`src/rtl/hdmi_pkg.sv`:
```
// Shared types and constants for the HDMI period sequencer and its island FSM.
// period_t is the encoder mode code seen on o_period.
package hdmi_pkg;

    typedef enum logic [2:0] {
        CTRL        = 3'd0,
        VID_PRE     = 3'd1,
        VID_GB      = 3'd2,
        VIDEO       = 3'd3,
        DI_PRE      = 3'd4,
        DI_GB_LEAD  = 3'd5,
        DI_DATA     = 3'd6,
        DI_GB_TRAIL = 3'd7
    } period_t;

    typedef enum logic [2:0] {
        IS_IDLE     = 3'd0,
        IS_PRE      = 3'd1,
        IS_GB_LEAD  = 3'd2,
        IS_DATA     = 3'd3,
        IS_GB_TRAIL = 3'd4
    } island_state_t;

    localparam int         PREAMBLE_LEN = 8;
    localparam int         GUARD_LEN    = 2;
    localparam int         MIN_CTRL     = 12;
    localparam logic [3:0] CTL_VID_PRE  = 4'b0001;
    localparam logic [3:0] CTL_DI_PRE   = 4'b0101;

endpackage

```
`src/rtl/hdmi_island_fsm.sv`:
```
// Data-island scheduler: grants one island slot per line and walks
// preamble / leading guard / payload / trailing guard, aligned to the output register.
module hdmi_island_fsm
    import hdmi_pkg::*;
#(
    parameter int DI_START = 656,
    parameter int DI_LEN   = 32
) (
    input  logic          clk,
    input  logic          rstn,
    input  logic [11:0]   i_hcount,
    input  logic          i_di_req,
    input  logic          i_force_idle,
    output island_state_t o_state,
    output logic [4:0]    o_idx,
    output logic          o_grant
);

    localparam logic [11:0] START_H = 12'(DI_START);
    localparam logic [11:0] GRANT_H = 12'(DI_START - 1);
    localparam logic [5:0]  PRE_TC  = 6'(PREAMBLE_LEN - 1);
    localparam logic [5:0]  GB_TC   = 6'(GUARD_LEN - 1);
    localparam logic [5:0]  DATA_TC = 6'(DI_LEN - 1);

    island_state_t state_q, state_d;
    logic [5:0]    cnt_q, cnt_d;
    logic          flag_q, flag_d;
    logic          grant_q, grant_d;

    // state_d/cnt_d describe the pixel currently on i_hcount, so the top can
    // register them alongside the video decode with no extra latency.
    // NOTE: every always_comb output gets a default first so no latch is inferred.
    always_comb begin
        state_d = state_q;
        cnt_d   = cnt_q + 6'd1;
        flag_d  = flag_q;
        grant_d = 1'b0;
        unique case (state_q)
            IS_IDLE: begin
                cnt_d = '0;
                if (i_hcount == START_H && flag_q) state_d = IS_PRE;
            end
            IS_PRE: if (cnt_q == PRE_TC) begin
                state_d = IS_GB_LEAD;
                cnt_d   = '0;
            end
            IS_GB_LEAD: if (cnt_q == GB_TC) begin
                state_d = IS_DATA;
                cnt_d   = '0;
            end
            IS_DATA: if (cnt_q == DATA_TC) begin
                state_d = IS_GB_TRAIL;
                cnt_d   = '0;
            end
            IS_GB_TRAIL: if (cnt_q == GB_TC) begin
                state_d = IS_IDLE;
                cnt_d   = '0;
                flag_d  = 1'b0;
            end
            default: begin
                state_d = IS_IDLE;
                cnt_d   = '0;
            end
        endcase
        // Video periods win; an aborted island also gives up its slot.
        if (i_force_idle) begin
            if (state_q != IS_IDLE) flag_d = 1'b0;
            state_d = IS_IDLE;
            cnt_d   = '0;
        end
        if (i_hcount == GRANT_H && i_di_req && !flag_q) begin
            grant_d = 1'b1;
            flag_d  = 1'b1;
        end
    end

    // NOTE: sequential state uses non-blocking assignments only.
    always_ff @(posedge clk or negedge rstn) begin
        if (!rstn) begin
            state_q <= IS_IDLE;
            cnt_q   <= '0;
            flag_q  <= 1'b0;
            grant_q <= 1'b0;
        end else begin
            state_q <= state_d;
            cnt_q   <= cnt_d;
            flag_q  <= flag_d;
            grant_q <= grant_d;
        end
    end

    assign o_state = state_d;
    assign o_idx   = cnt_d[4:0];
    assign o_grant = grant_q;

endmodule

```
`src/rtl/hdmi_period_sequencer.sv`:
```
// Per-pixel HDMI period scheduler: video preamble/guard/active decode plus
// data-island insertion, all outputs registered one pixel after hcount/vcount.
module hdmi_period_sequencer
    import hdmi_pkg::*;
#(
    parameter int HA       = 640,
    parameter int HTOTAL   = 800,
    parameter int VA       = 480,
    parameter int VTOTAL   = 525,
    parameter int DI_START = 656,
    parameter int DI_LEN   = 32
) (
    input  logic        clk,
    input  logic        rstn,
    input  logic [11:0] i_hcount,
    input  logic [11:0] i_vcount,
    input  logic        i_di_req,
    output logic        o_di_grant,
    output logic [2:0]  o_period,
    output logic [3:0]  o_ctl,
    output logic        o_data_en,
    output logic [4:0]  o_di_idx
);

    localparam logic [11:0] HA_W      = 12'(HA);
    localparam logic [11:0] VA_W      = 12'(VA);
    localparam logic [11:0] VTOTAL_W  = 12'(VTOTAL);
    localparam logic [11:0] PRE_LO    = 12'(HTOTAL - PREAMBLE_LEN - GUARD_LEN);
    localparam logic [11:0] PRE_HI    = 12'(HTOTAL - GUARD_LEN - 1);
    localparam logic [11:0] GB_LO     = 12'(HTOTAL - GUARD_LEN);
    localparam logic [11:0] GB_HI     = 12'(HTOTAL - 1);

    // The island plus its guard bands and a minimum control gap must fit
    // between the end of active video and the next video preamble.
    generate
        if (DI_START < HA ||
            DI_START + PREAMBLE_LEN + GUARD_LEN + DI_LEN + GUARD_LEN + MIN_CTRL
                > HTOTAL - PREAMBLE_LEN - GUARD_LEN ||
            DI_LEN > 32) begin : g_bad_window
            $error("hdmi_period_sequencer: data-island window does not fit in blanking");
        end
    endgenerate

    logic [11:0]   vcount_inc;
    logic [11:0]   vcount_next;
    logic          next_line_active;
    logic          in_video, in_vid_gb, in_vid_pre;
    island_state_t island_state;
    logic [4:0]    island_idx;

    assign vcount_inc       = i_vcount + 12'd1;
    assign vcount_next      = (vcount_inc == VTOTAL_W) ? 12'd0 : vcount_inc;
    assign next_line_active = vcount_next < VA_W;
    assign in_video   = (i_hcount < HA_W) && (i_vcount < VA_W);
    assign in_vid_gb  = (i_hcount >= GB_LO) && (i_hcount <= GB_HI) && next_line_active;
    assign in_vid_pre = (i_hcount >= PRE_LO) && (i_hcount <= PRE_HI) && next_line_active;

    hdmi_island_fsm #(
        .DI_START (DI_START),
        .DI_LEN   (DI_LEN)
    ) u_island (
        .clk          (clk),
        .rstn         (rstn),
        .i_hcount     (i_hcount),
        .i_di_req     (i_di_req),
        .i_force_idle (in_video || in_vid_gb || in_vid_pre),
        .o_state      (island_state),
        .o_idx        (island_idx),
        .o_grant      (o_di_grant)
    );

    period_t    period_q, period_d;
    logic [3:0] ctl_q, ctl_d;
    logic       data_en_q, data_en_d;
    logic [4:0] di_idx_q, di_idx_d;

    always_comb begin
        period_d  = CTRL;
        ctl_d     = 4'b0000;
        data_en_d = 1'b0;
        di_idx_d  = '0;
        if (in_video) begin
            period_d  = VIDEO;
            data_en_d = 1'b1;
        end else if (in_vid_gb) begin
            period_d = VID_GB;
        end else if (in_vid_pre) begin
            period_d = VID_PRE;
            ctl_d    = CTL_VID_PRE;
        end else begin
            unique case (island_state)
                IS_PRE: begin
                    period_d = DI_PRE;
                    ctl_d    = CTL_DI_PRE;
                end
                IS_GB_LEAD:  period_d = DI_GB_LEAD;
                IS_DATA: begin
                    period_d = DI_DATA;
                    di_idx_d = island_idx;
                end
                IS_GB_TRAIL: period_d = DI_GB_TRAIL;
                default:     period_d = CTRL;
            endcase
        end
    end

    always_ff @(posedge clk or negedge rstn) begin
        if (!rstn) begin
            period_q  <= CTRL;
            ctl_q     <= 4'b0000;
            data_en_q <= 1'b0;
            di_idx_q  <= '0;
        end else begin
            period_q  <= period_d;
            ctl_q     <= ctl_d;
            data_en_q <= data_en_d;
            di_idx_q  <= di_idx_d;
        end
    end

    assign o_period  = period_q;
    assign o_ctl     = ctl_q;
    assign o_data_en = data_en_q;
    assign o_di_idx  = di_idx_q;

endmodule

```
`config.mk`:
```
export PLATFORM = sky130hd
export DESIGN_NAME = hdmi_period_sequencer
export DESIGN_NICKNAME = d
export VERILOG_FILES = /design/src/rtl/hdmi_pkg.sv /design/src/rtl/hdmi_island_fsm.sv /design/src/rtl/hdmi_period_sequencer.sv
export SDC_FILE = /design/constraint.sdc
export NUM_CORES = 1
export LEC_CHECK = 0
export CAP_MARGIN = 20
export CORE_MARGIN = 5
export CORE_UTILIZATION = 50
export CTS_CLUSTER_DIAMETER = 200
export CTS_CLUSTER_SIZE = 30
export DETAILED_ROUTE_END_ITERATION = 6
export HOLD_SLACK_MARGIN = 0.1
export PLACE_DENSITY = 0.84
export SYNTH_ARGS = -nofsm -noshare
export SYNTH_HDL_FRONTEND = slang
export SYNTH_SLANG_ARGS = --single-unit
```
`constraint.sdc`:
```
create_clock -name clk -period 4.7 [get_ports clk]
set_input_delay 1.175 -clock clk [delete_from_list [all_inputs] [get_ports clk]]
set_output_delay 1.175 -clock clk [all_outputs]
set_load 0.1 [all_outputs]
```
Yosys cells after proc, flatten, opt, wreduce, memory -nomap -nowiden. Cells that the tools add are included.

Flip-flop bits (word level): 24. Word-level logic and storage cells: 77.

$add $sub $neg: 2. Magnitude comparators: 7. Equal/unequal tests: 14. Multiplexer cells: 32. Reductions and logical operators: 14.

Operator list (count): $eq 12x10->1 const B (3); $mux 3 (12); $ge 12x10->1 const B (2); $le 12x10->1 const B (2); $lt 12x9->1 const B (2); $mux 6 (4); $mux 5 (4); $pmux 6 s3 (1); $pmux 3 s5 (1); $add 12x1->12 const B (1); $eq 3x2->1 const B (4); $lt 12x10->1 const B (1); $mux 12 (1); $pmux 3 s4 (1); $logic_and 1x1->1 (8); $mux 1 (7); $add 6x1->6 const B (1); $eq 3x1->1 const B (2); $eq 3x3->1 const B (2); $eq 6x1->1 const B (1); $eq 6x3->1 const B (1); $eq 6x5->1 const B (1); $mux 4 (1); $logic_not 3->1 (1); 4 further kinds (5).

Longest topological paths before layout. Gate-level depths: netlist of run 1.

Depth after elaboration: 13. Mapped depth: 7. Mapped depth without buffers: 7.

Hierarchy. From an unflattened synthesis of run 1, not the netlist that was laid out.

Cells, all modules: 147. Area, all modules: 1428.9 µm².

Modules (own cells, without submodules): hdmi_period_sequencer (instances 1, cells each 73, area an instance 733.2 µm², seq. area each 275.3 µm²); hdmi_island_fsm (instances 1, cells each 74, area an instance 695.7 µm², seq. area each 275.3 µm²).

Worst setup path after synthesis of run 1. No wires, ideal clock.

Path type: input port to flip-flop. From: input i_vcount[7]. To: register period_q[0] (netlist: o_period[0]). Library setup time: 125 ps. Data arrival time: 2657 ps. Path slack: 1918 ps. Stages on the path: 6. Buffers on the path: 1. Cells stage by stage: or4_1 -> nor4_1 -> o311ai_1 -> nor4_2 -> buf_4 -> mux2_2.

Cells in the longest elaborated chain, start to end: 13. Elaborated cells on any way between the ends: 19.

RTL lines: from (decl) (RTL line hdmi_period_sequencer.sv:16) `input logic [11:0] i_vcount,`; $add 12x1->12 (RTL line hdmi_period_sequencer.sv:51) `assign vcount_inc = i_vcount + 12'd1;`; $eq 12x10->1 (RTL line hdmi_period_sequencer.sv:52) `assign vcount_next = (vcount_inc == VTOTAL_W) ? 12'd0 : vcount_inc;`; $mux 12 (RTL line hdmi_period_sequencer.sv:52); $lt 12x9->1 (RTL line hdmi_period_sequencer.sv:53) `assign next_line_active = vcount_next < VA_W;`; $logic_and 1x1->1 (RTL line hdmi_period_sequencer.sv:55) `assign in_vid_gb = (i_hcount >= GB_LO) && (i_hcount <= GB_HI) && next_line_active;`; $logic_or 1x1->1 (2 in series) (RTL line hdmi_period_sequencer.sv:66) `.i_force_idle (in_video || in_vid_gb || in_vid_pre),`; $mux 3 (RTL line hdmi_island_fsm.sv:66) `if (i_force_idle) begin`; $eq 3x3->1 (tied with other cells) (RTL line hdmi_period_sequencer.sv:91) `unique case (island_state)`; $pmux 3 s4 (RTL line hdmi_period_sequencer.sv:91); $mux 3 (RTL line hdmi_period_sequencer.sv:87) `end else if (in_vid_pre) begin`; $mux 3 (RTL line hdmi_period_sequencer.sv:85) `end else if (in_vid_gb) begin`; $mux 3 * (RTL line hdmi_period_sequencer.sv:82) `if (in_video) begin`; via period_d[0] (RTL line hdmi_period_sequencer.sv:72) `period_t period_q, period_d;`; to (signal assigned) (RTL line hdmi_period_sequencer.sv:114) `period_q <= period_d;`; to (decl) (RTL line hdmi_period_sequencer.sv:72).

The timed path passes the listed nets; every way through them passes the cells marked *.

Worst setup path after layout of run 1.
From: input i_vcount[8]. To: register period_q[0] (netlist: o_period[0]).

Same word-level chain as after synthesis.

==> run metrics, run 1 <==
Worst-Margin Slew 0.9813 ns; Seq pwr share 0.330; Worst Setup Slack post-DPL 1.308 ns; crit start category input pin; Post-Synth XOR/XNOR Area 0.02576; vias in the first global route 1,292; RSZ-0062 raised after global routing no; CP endpoint kind flip-flop; Async SR Flop Fraction 1.000; Core ar. 2686 sq um; Die X 62.16 um; DP Cell Count 206; clock tree from TritonCTS done; initial antenna violation count 0; combinational power share 0.516; synth warn 0; worst skew pair latency 0.31 ns; die area 3863 sq um; PD cells 520.1 nW/um^2; setup violators final 0; Clk pin slew, worst setup/hold paths 0.14 ns; H-tree depth 1; fmax 323.9 MHz; Hold Crit Depth 1; hold path endpoint u_island.cnt_q[0]; worst min-delay path class reg -> reg; CTS Buf Count 3; CTS Hold Buffers Added 0; CP peak stage delay 0.52 ns; final worst path period need 3.088 ns; Adder-Cell Fraction of Synth Area 0.01840; WP buf/inv 2; final worst setup slack 1.612 ns; WHS 0.5714 ns; Critical Path Slowest Stage Cell clkdlybuf4s50_1; EDFF count, synth 0; Final #Nets 210; pin count of the biggest net entering global routing 23; final total power 0.9443 mW; ANT cells 0; Clk pwr share 0.154; sequential share of the synthesized area 0.4048; I/O Buffers 38; switch share 0.4793; grt total ovfl 0; flop-to-flop setup slack 2.51 ns; Final TNS setup 0 ns; Post-Syn Instances 144; Critical Path AT 3.28 ns; clk_skew 0.01447 ns; launch point of the worst reg-to-reg path u_island.cnt_q[0]; Avg WL per Cell 16.39 um; DR vias/cell 6.280; crit path kind in -> reg; top_reg_cell synth dfrtp_1; Setup Fix Bufs, Post-CTS 0; Top Family by Delay on Critical Path buffers and inverters; Detail Route Antenna Nets 0; status finished, final reports clean; Pins Over Slew Limit 0; Fin. Hold Viols 0; area grow syn2layout 33.49%; required time worst endpoint 4.89 ns; post-synthesis compound-gate area fraction 0.1371; Vert. Die Dim 62.16 um; total routed wirelength 3459 um; Post-CTS Resized 0; worst-path fanout max 18; DR iter-0 viols 60; first-pass GRT wire length 5989 um; share of cells above drive strength 1 0.07222; worst rel slew slack 0.3437; largest family of logic cells by synthesized area simple AND/OR/NAND/NOR gates; max_cap viols 0; Final period util 0.6570; cell count of the worst reg-to-reg path 6; Synth Area in Simple Gates 0.3266; Starting Density 0.5063; Post-Layout Cell Count 211; clk sinks 22; row cnt 19; drc violations 0; Avg Cell Area, Syn 9.445 sq um; internal power 0.4917 mW; dpl hpwl 2735 um; gpl congestion 0.9235; FF-to-FF End o_period[0]; Clock Tree Buf Depth 2; mux share of post-synthesis cell area 0.03036; Pleak 0.7687 nW; critical path cell sequence clkdlybuf4s50_1, and3_1, and2_1, or4_1, clkinv_1, a311o_1, mux2_2; Seq cells post-synth 22; Vias 1,325; drt first pass iters 4; HP Start u_island.cnt_q[0]; CTS root buf clkbuf_4; Max VDD drop 0.0004614 V; gr usage total 0.1831; synthesized area 1360 sq um; Ports 41; Distinct cells, synth 53; Switch Pwr 0.4526 mW
[cell usage in the layout, fill, tap and decap left out, types with 2 or more instances in the layout]
| master | Yosys | layout |
|---|---|---|
| clkdlybuf4s50_1 | 0 | 38 |
| dfrtp_1 | 22 | 22 |
| nand2_1 | 11 | 11 |
| nor3_1 | 10 | 10 |
| nor2_1 | 8 | 8 |
| nor4_1 | 7 | 7 |
| nand3_1 | 6 | 6 |
| and3_1 | 5 | 5 |
| or3_1 | 5 | 5 |
| inv_1 | 4 | 4 |
| mux2i_1 | 3 | 3 |
| nor4b_1 | 3 | 3 |
| o31ai_1 | 3 | 3 |
| clkbuf_4 | 0 | 3 |
| and2_1 | 2 | 2 |
| or4_1 | 2 | 2 |
| a21oi_1 | 2 | 2 |
| nand4_1 | 2 | 2 |
| o21ai_0 | 2 | 2 |
| xnor2_1 | 2 | 2 |
| a211o_1 | 2 | 2 |
| or2_2 | 2 | 2 |
| xor2_1 | 2 | 2 |
| and4_1 | 2 | 2 |
| ha_1 | 2 | 2 |
| conb_1 | 1 | 2 |
[logic make-up (layout without fill, tap and decap cells)]
| group | Yosys count | in the layout |
|---|---|---|
| mux | 4 | 4 |
| xor+xnor | 4 | 4 |
| buf+inv | 14 | 49 |
| fa+ha+maj | 2 | 2 |
| simple gates | 73 | 73 |
| flops | 22 | 22 |
| compound gates | 24 | 24 |
| other cells | 1 | 2 |
[registers in the layout, indices dropped and copies added (netlist names)]
| signal | flops |
|---|---|
| o_ctl | 2 |
| o_data_en | 1 |
| o_di_idx | 5 |
| o_period | 3 |
| u_island.cnt_q | 6 |
| u_island.flag_q | 1 |
| u_island.o_grant | 1 |
| u_island.state_q | 3 |
[area by class of cell]
type                       instances  area, sq um
clock buffer                       3        22.52
clock inverter                     1        30.03
fill                             213        870.8
inverter                           5        18.77
multi-input combinational        109        739.5
sequential                        22        550.5
tap                               31        38.79
timing repair buffer              40        415.4
[power groups by stage]
stage / clock network, mW / registers [mW] / logic [mW]
after CTS: 0.144 / 0.311 / 0.484
after floorplan: 0 / 0.466 / 0.207
after global placement: 0 / 0.312 / 0.478
after global routing: 0.154 / 0.321 / 0.523
final: 0.145 / 0.312 / 0.487
after detailed placement: 0 / 0.315 / 0.482
[synthesized netlist by cell type (all sizes together) (3+ instances only)]
cell type	count	area share
and3	5	0.023
buf	6	0.032
clkbuf	3	0.0083
dfrtp	22	0.40
inv	4	0.011
mux2i	3	0.022
nand2	11	0.030
nand3	6	0.022
nor2	8	0.022
nor3	10	0.037
nor4	9	0.057
nor4b	3	0.019
o21ai	3	0.011
o31ai	3	0.017
or3	5	0.023
[worst max path at each step]
| stage | start | endpoint | slack [ns] | cells after the start |
|---|---|---|---|---|
| 2_1_floorplan | i_vcount[7] | o_period[0] | 1.92 | 6 |
| 3_3_place_gp | i_vcount[7] | o_period[0] | 1.38 | 7 |
| 3_5_place_dp | i_vcount[7] | o_period[0] | 1.31 | 7 |
| 4_1_cts | i_vcount[7] | o_period[0] | 1.62 | 7 |
| 5_1_grt | i_vcount[7] | o_period[0] | 1.50 | 7 |
| 6_report | i_vcount[8] | o_period[0] | 1.61 | 7 |
[metrics by stage]
stage / area (sq um) / util
final: 1815 / 0.6758
after global routing: 1815 / 0.6758
after CTS: 1788 / 0.6656
after detailed placement: 1735 / 0.6460
after global placement: 1735 / 0.6460
after floorplan: 1364 / -
[layer usage]
metal	wire (um)	GRT usage	up-vias
met4	35	0.04065	0
met5	0	0	-
met1	1446	0.2420	641
li1	-	-	618
met3	266	0.03243	4
met2	1711	0.3096	62
Note: power is estimated with default switching activity, not from simulation.
==> run 2: changes to the inputs <==
--- a/config.mk
+++ b/config.mk
@@ -7,12 +7,12 @@
 export LEC_CHECK = 0
 export CAP_MARGIN = 20
 export CORE_MARGIN = 5
-export CORE_UTILIZATION = 50
+export CORE_UTILIZATION = 42
 export CTS_CLUSTER_DIAMETER = 200
 export CTS_CLUSTER_SIZE = 30
 export DETAILED_ROUTE_END_ITERATION = 6
 export HOLD_SLACK_MARGIN = 0.1
-export PLACE_DENSITY = 0.84
+export PLACE_DENSITY = 0.76
 export SYNTH_ARGS = -nofsm -noshare
 export SYNTH_HDL_FRONTEND = slang
 export SYNTH_SLANG_ARGS = --single-unit
==> constraint.sdc (replaced) <==
create_clock -name clk -period 2.7 [get_ports clk]
set_input_delay 0.675 -clock clk [delete_from_list [all_inputs] [get_ports clk]]
set_output_delay 0.675 -clock clk [all_outputs]
set_load 0.1 [all_outputs]
==> run 2 against run 1 <==
Sequential cell count unchanged. Largest power group unchanged. Clock power grew 72%. Sequential power is 74% higher. Clock-buffer cell count unchanged. Final cell count is 7.6% higher. Core utilization fell by 8.6 points. Hold slack worse by 0.0036 ns. Non-clock buffer count increased by 3. Register-to-register slack got worse by 1.9 ns. Power is 71% higher. First-iteration DRC count is 10% higher. Critical path depth is the same.
==> run metrics, run 2 (synthesis gave the netlist of run 1 again) <==
Final TNS setup 0 ns (unchanged); ANT cells 0 (unchanged); total routed wirelength 3285 um (was 3459 um); crit path kind in -> reg (unchanged); drt first pass iters 4 (unchanged); Core ar. 3078 sq um (was 2686 sq um); final total power 1.617 mW (was 0.9443 mW); I/O Buffers 38 (unchanged); crit start category input pin (unchanged); Die X 66.91 um (was 62.16 um); clk_skew 0.002876 ns (was 0.01447 ns); CTS Hold Buffers Added 0 (unchanged); Worst Setup Slack post-DPL -0.06744 ns (was 1.308 ns); Starting Density 0.4419 (was 0.5063); Vert. Die Dim 66.91 um (was 62.16 um); fmax 405.1 MHz; required time worst endpoint 2.91 ns (was 4.89 ns); setup violators final 0 (unchanged); row cnt 20 (was 19); Post-CTS Resized 0 (unchanged); DP Cell Count 223 (was 206); Final period util 0.9142; fill count 285 (was 213); area grow syn2layout 33.58% (was 33.49%); DR vias/cell 5.789 (was 6.280); share of cells above drive strength 1 0.1530 (was 0.07222); DR iter-0 viols 66 (was 60); Detail Route Antenna Nets 0 (unchanged); final worst path period need 2.468 ns; Clk pin slew, worst setup/hold paths 0.12 ns (was 0.14 ns); Setup Fix Bufs, Post-CTS 0 (unchanged); status finished, final reports clean (unchanged); final worst setup slack 0.2316 ns (was 1.612 ns); Fin. Hold Viols 0 (unchanged); max_cap viols 0 (unchanged); CP endpoint kind flip-flop (unchanged); first-pass GRT wire length 5375 um (was 5989 um); CTS root buf clkbuf_4 (unchanged); PD cells 889.9 nW/um^2 (was 520.1 nW/um^2); Pleak 0.7963 nW (was 0.7687 nW); worst skew pair latency 0.30 ns (was 0.31 ns); Critical Path AT 2.67 ns (was 3.28 ns); vias in the first global route 1,284 (was 1,292); grt total ovfl 0 (unchanged); Vias 1,314 (was 1,325); Biggest register u_island.cnt_q (unchanged); gr usage total 0.1550 (was 0.1831); RSZ-0062 raised after global routing no (unchanged); die area 4476 sq um (was 3863 sq um); clk sinks 22 (unchanged); Final #Nets 213 (was 210); Avg WL per Cell 14.47 um (was 16.39 um); commonest non-fill, non-tap cell in the layout clkdlybuf4s50_1 (unchanged); Post-Layout Cell Count 227 (was 211); Clock Tree Buf Depth 2 (unchanged); dpl hpwl 2655 um (was 2735 um); gpl congestion 0.8692 (was 0.9235); CTS Buf Count 3 (unchanged); worst-path fanout max 5 (was 18); initial antenna violation count 0 (unchanged); Max VDD drop 0.0002946 V (was 0.0004614 V); worst min-delay path class reg -> reg (unchanged); drc violations 0 (unchanged); max reg flops 6 (unchanged); clock tree from TritonCTS done (unchanged); pin count of the biggest net entering global routing 23 (unchanged); Ports 41 (unchanged); most frequent cells in the layout clkdlybuf4s50_1, dfrtp_1, buf_4, nand2_1, nor3_1 (was clkdlybuf4s50_1, dfrtp_1, nand2_1, nor3_1, nor2_1); Pins Over Slew Limit 0 (unchanged); H-tree depth 1 (unchanged)
[run 2: cell types whose count changed in the layout (fill, tap and decap cells not counted), sizes merged]
cell	change
buf	+15
clkdlybuf4s50	-12
[run 2: power breakdown]
| part | internal (mW) | switching (mW) | total [mW] | leakage (nW) |
|---|---|---|---|---|
| clock | 0.150 | 0.0986 | 0.249 | 0.0279 |
| combinational | 0.262 | 0.564 | 0.825 | 0.492 |
| sequential | 0.426 | 0.117 | 0.543 | 0.277 |
| total | 0.837 | 0.779 | 1.62 | 0.796 |
[run 2: area by class of cell]
cell class | count | area [sq um] | share of cell area
timing repair buffer | 43 | 400.4 | 0.2204
multi-input combinational | 109 | 739.5 | 0.4070
tap | 44 | 55.05 | 0.03030
clock buffer | 3 | 22.52 | 0.01240
inverter | 5 | 18.77 | 0.01033
sequential | 22 | 550.5 | 0.3030
clock inverter | 1 | 30.03 | 0.01653
[run 2: path summary, 6_finish.rpt]
check	from	endpoint	slack, ns	cells after the start
max	i_vcount[7]	o_period[0]	0.23	7
min reg2reg	u_island.cnt_q[0]	u_island.cnt_q[0]	0.57	1
max reg2reg	u_island.cnt_q[0]	o_period[0]	0.56	6
max in group asynchronous	rstn	u_island.cnt_q[3]	1.79	2
min in group asynchronous	rstn	u_island.cnt_q[0]	0.70	2
min	u_island.cnt_q[0]	u_island.cnt_q[0]	0.57	1
[run 2: per-layer routing]
| layer | vias up | part of all wire | global-route usage |
|---|---|---|---|
| li1 | 620 | - | - |
| met1 | 628 | 0.41 | 0.1670 |
| met2 | 56 | 0.49 | 0.2834 |
| met3 | 10 | 0.076 | 0.03373 |
| met4 | 0 | 0.028 | 0.07342 |
| met5 | - | 0 | 0 |
[run 2: metrics by stage]
| stage | instance area [sq um] | utilization | hold slack [ns] |
|---|---|---|---|
| finish | 1817 | 0.5902 | 0.5677 |
| CTS | 1817 | 0.5902 | 0.5719 |
| global placement | 1764 | 0.5732 | 0.5285 |
| global route | 1817 | 0.5902 | 0.6003 |
| detailed placement | 1764 | 0.5732 | 0.5441 |
| floorplan | 1364 | - | 0.3794 |
[run 2: worst max-delay path, cell delays in order]
cell and delay [ns]:
clkdlybuf4s50_1 0.43, or4_1 0.52, nor4_1 0.23, o311ai_1 0.15, nor4_2 0.16, buf_4 0.18, mux2_2 0.32
==> run 3: changes to the inputs <==
--- a/config.mk
+++ b/config.mk
@@ -7,12 +7,12 @@
 export LEC_CHECK = 0
 export CAP_MARGIN = 20
 export CORE_MARGIN = 5
-export CORE_UTILIZATION = 42
+export CORE_UTILIZATION = 46
 export CTS_CLUSTER_DIAMETER = 200
 export CTS_CLUSTER_SIZE = 30
 export DETAILED_ROUTE_END_ITERATION = 6
 export HOLD_SLACK_MARGIN = 0.1
-export PLACE_DENSITY = 0.76
+export PLACE_DENSITY = 0.79
 export SYNTH_ARGS = -nofsm -noshare
 export SYNTH_HDL_FRONTEND = slang
 export SYNTH_SLANG_ARGS = --single-unit
==> constraint.sdc (replaced) <==
create_clock -name clk -period 2.45 [get_ports clk]
set_input_delay 0.6125 -clock clk [delete_from_list [all_inputs] [get_ports clk]]
set_output_delay 0.6125 -clock clk [all_outputs]
set_load 0.1 [all_outputs]
==> run 3 against run 2 <==
Clock-buffer cell count is the same. Final cell count down 0.88%. Combinational power increased by 19%. Critical endpoint unchanged. Sequential cell count did not move. Worst setup slack got worse by 0.13 ns. First-iteration DRC count is 39% higher. Die area shrank 7.4%. Via count up 4.5%. Largest power group unchanged.
==> run metrics, run 3 (synthesis gave the netlist of run 1 again) <==
ANT cells 0 (unchanged); cell count of the worst reg-to-reg path 6 (unchanged); vias in the first global route 1,451 (was 1,284); row cnt 19 (was 20); Die X 64.38 um (was 66.91 um); DR iter-0 viols 92 (was 66); dpl hpwl 2872 um (was 2655 um); Switch Pwr 0.8940 mW (was 0.7795 mW); crit path kind in -> reg (unchanged); combinational power share 0.535 (was 0.511); drt first pass iters 4 (unchanged); Vert. Die Dim 64.38 um (was 66.91 um); PD cells 963.9 nW/um^2 (was 889.9 nW/um^2); Core ar. 2805 sq um (was 3078 sq um); Biggest register u_island.cnt_q (unchanged); CTS Buf Count 3 (unchanged); internal power 0.9452 mW (was 0.8372 mW); final worst setup slack 0.09723 ns (was 0.2316 ns); final worst path period need 2.353 ns; Worst Setup Slack post-DPL -0.2760 ns (was -0.06744 ns); multi-input combinational cell area 774.5 sq um (was 739.5 sq um); Pleak 0.8850 nW (was 0.7963 nW); die area 4144 sq um (was 4476 sq um); Seq pwr share 0.312 (was 0.336); FF-to-FF End o_period[0] (unchanged); initial antenna violation count 0 (unchanged); Critical Path AT 2.57 ns (was 2.67 ns); pin count of the biggest net entering global routing 23 (unchanged); max_cap viols 0 (unchanged); most frequent cells in the layout buf_4, clkdlybuf4s50_1, dfrtp_1, nand2_1, nor3_1 (was clkdlybuf4s50_1, dfrtp_1, buf_4, nand2_1, nor3_1); hold path endpoint u_island.cnt_q[0] (unchanged); first-pass GRT wire length 6189 um (was 5375 um); DR vias/cell 6.102 (was 5.789); clk sinks 22 (unchanged); worst skew pair latency 0.32 ns (was 0.30 ns); Ports 41 (unchanged); gr usage total 0.1873 (was 0.1550); worst-path fanout max 3 (was 5); crit start category input pin (unchanged); Fin. Hold Viols 0 (unchanged); switch share 0.4861 (was 0.4821); Clk pwr share 0.153 (was 0.154); H-tree depth 1 (unchanged); Starting Density 0.4848 (was 0.4419); fill count 221 (was 285); Avg WL per Cell 16.86 um (was 14.47 um); CTS Hold Buffers Added 0 (unchanged); fmax 425.0 MHz; Clk pin slew, worst setup/hold paths 0.12 ns (about the same); status finished, final reports clean (unchanged); Detail Route Antenna Nets 0 (unchanged); grt total ovfl 0 (unchanged); gpl congestion 0.8830 (was 0.8692); drc violations 0 (unchanged); share of cells above drive strength 1 0.2268 (was 0.1530); Post-Layout Cell Count 225 (was 227); Clock Tree Buf Depth 2 (unchanged); area grow syn2layout 40.29% (was 33.58%); CTS root buf clkbuf_4 (unchanged); total routed wirelength 3794 um (was 3285 um); worst min-delay path class reg -> reg (unchanged); HP Start u_island.cnt_q[0] (unchanged); max reg flops 6 (unchanged); setup violators final 0 (unchanged); required time worst endpoint 2.67 ns (was 2.91 ns); Final #Nets 224 (was 213); CP endpoint kind flip-flop (unchanged); WHS 0.5755 ns (was 0.5677 ns); clock tree from TritonCTS done (unchanged); Final period util 0.9603; Max VDD drop 0.0003711 V (was 0.0002946 V); Vias 1,373 (was 1,314); I/O Buffers 38 (unchanged); final total power 1.839 mW (was 1.617 mW); sequential cell area 550.5 sq um (unchanged); launch point of the worst reg-to-reg path u_island.cnt_q[0] (unchanged); clk_skew 0.001298 ns (was 0.002876 ns); commonest non-fill, non-tap cell in the layout buf_4 (was clkdlybuf4s50_1); flop-to-flop setup slack 0.27 ns (was 0.56 ns); DP Cell Count 220 (was 223); Hold Crit Depth 1 (unchanged); Pins Over Slew Limit 0 (unchanged)
run 3: timing repair:
item,CTS,global route
resized for setup,0,11
endpoints found under the setup margin,0,19
buffers inserted,0,1
run 3: worst max path at each step:
stage,from,to,cells after the start
2_1_floorplan,i_vcount[7],o_period[0],6
3_3_place_gp,i_vcount[7],o_ctl[0],7
3_5_place_dp,i_vcount[7],o_ctl[0],7
4_1_cts,i_vcount[7],o_ctl[0],7
5_1_grt,i_vcount[7],o_ctl[0],7
6_report,i_vcount[7],o_period[0],7
run 3: per-layer routing:
metal / part of all wire / GRT usage
met4: 0.021 / 0.08443
met1: 0.39 / 0.2061
met2: 0.51 / 0.3402
met5: 0 / 0
met3: 0.073 / 0.04378
run 3: worst max-delay path, stage by stage:
cell and delay [ns]:
dlymetal6s2s_1 0.13, or4_4 0.53, nor4_4 0.31, o311ai_2 0.15, nor4_2 0.38, buf_4 0.17
mux2_4 0.28
run 3: cell type report:
type | instances | share of cell area
flip-flops and latches | 22 | 0.2885
repair buffers | 54 | 0.2479
clock inverters | 1 | 0.01574
multi-input cells | 109 | 0.4059
inverters | 5 | 0.009836
well taps | 31 | 0.02033
clock buffers | 3 | 0.01180
run 3: power by group through the flow:
stage	Sequential [mW]	Clock, mW	Combinational (mW)
after detailed placement	0.581	0	0.967
after floorplan	0.894	0	0.398
final	0.573	0.282	0.984
after CTS	0.573	0.284	0.974
after global placement	0.574	0	0.943
after global routing	0.589	0.309	1.04
run 3: per-stage QoR:
stage                     area, sq um  TNS (ns)  utilization
after floorplan                  1364         0            -
after global placement           1810    -1.946       0.6454
after detailed placement         1810    -3.064       0.6454
after CTS                        1863         0       0.6641
after global routing             1908  -0.02897       0.6802
final                            1908         0       0.6802
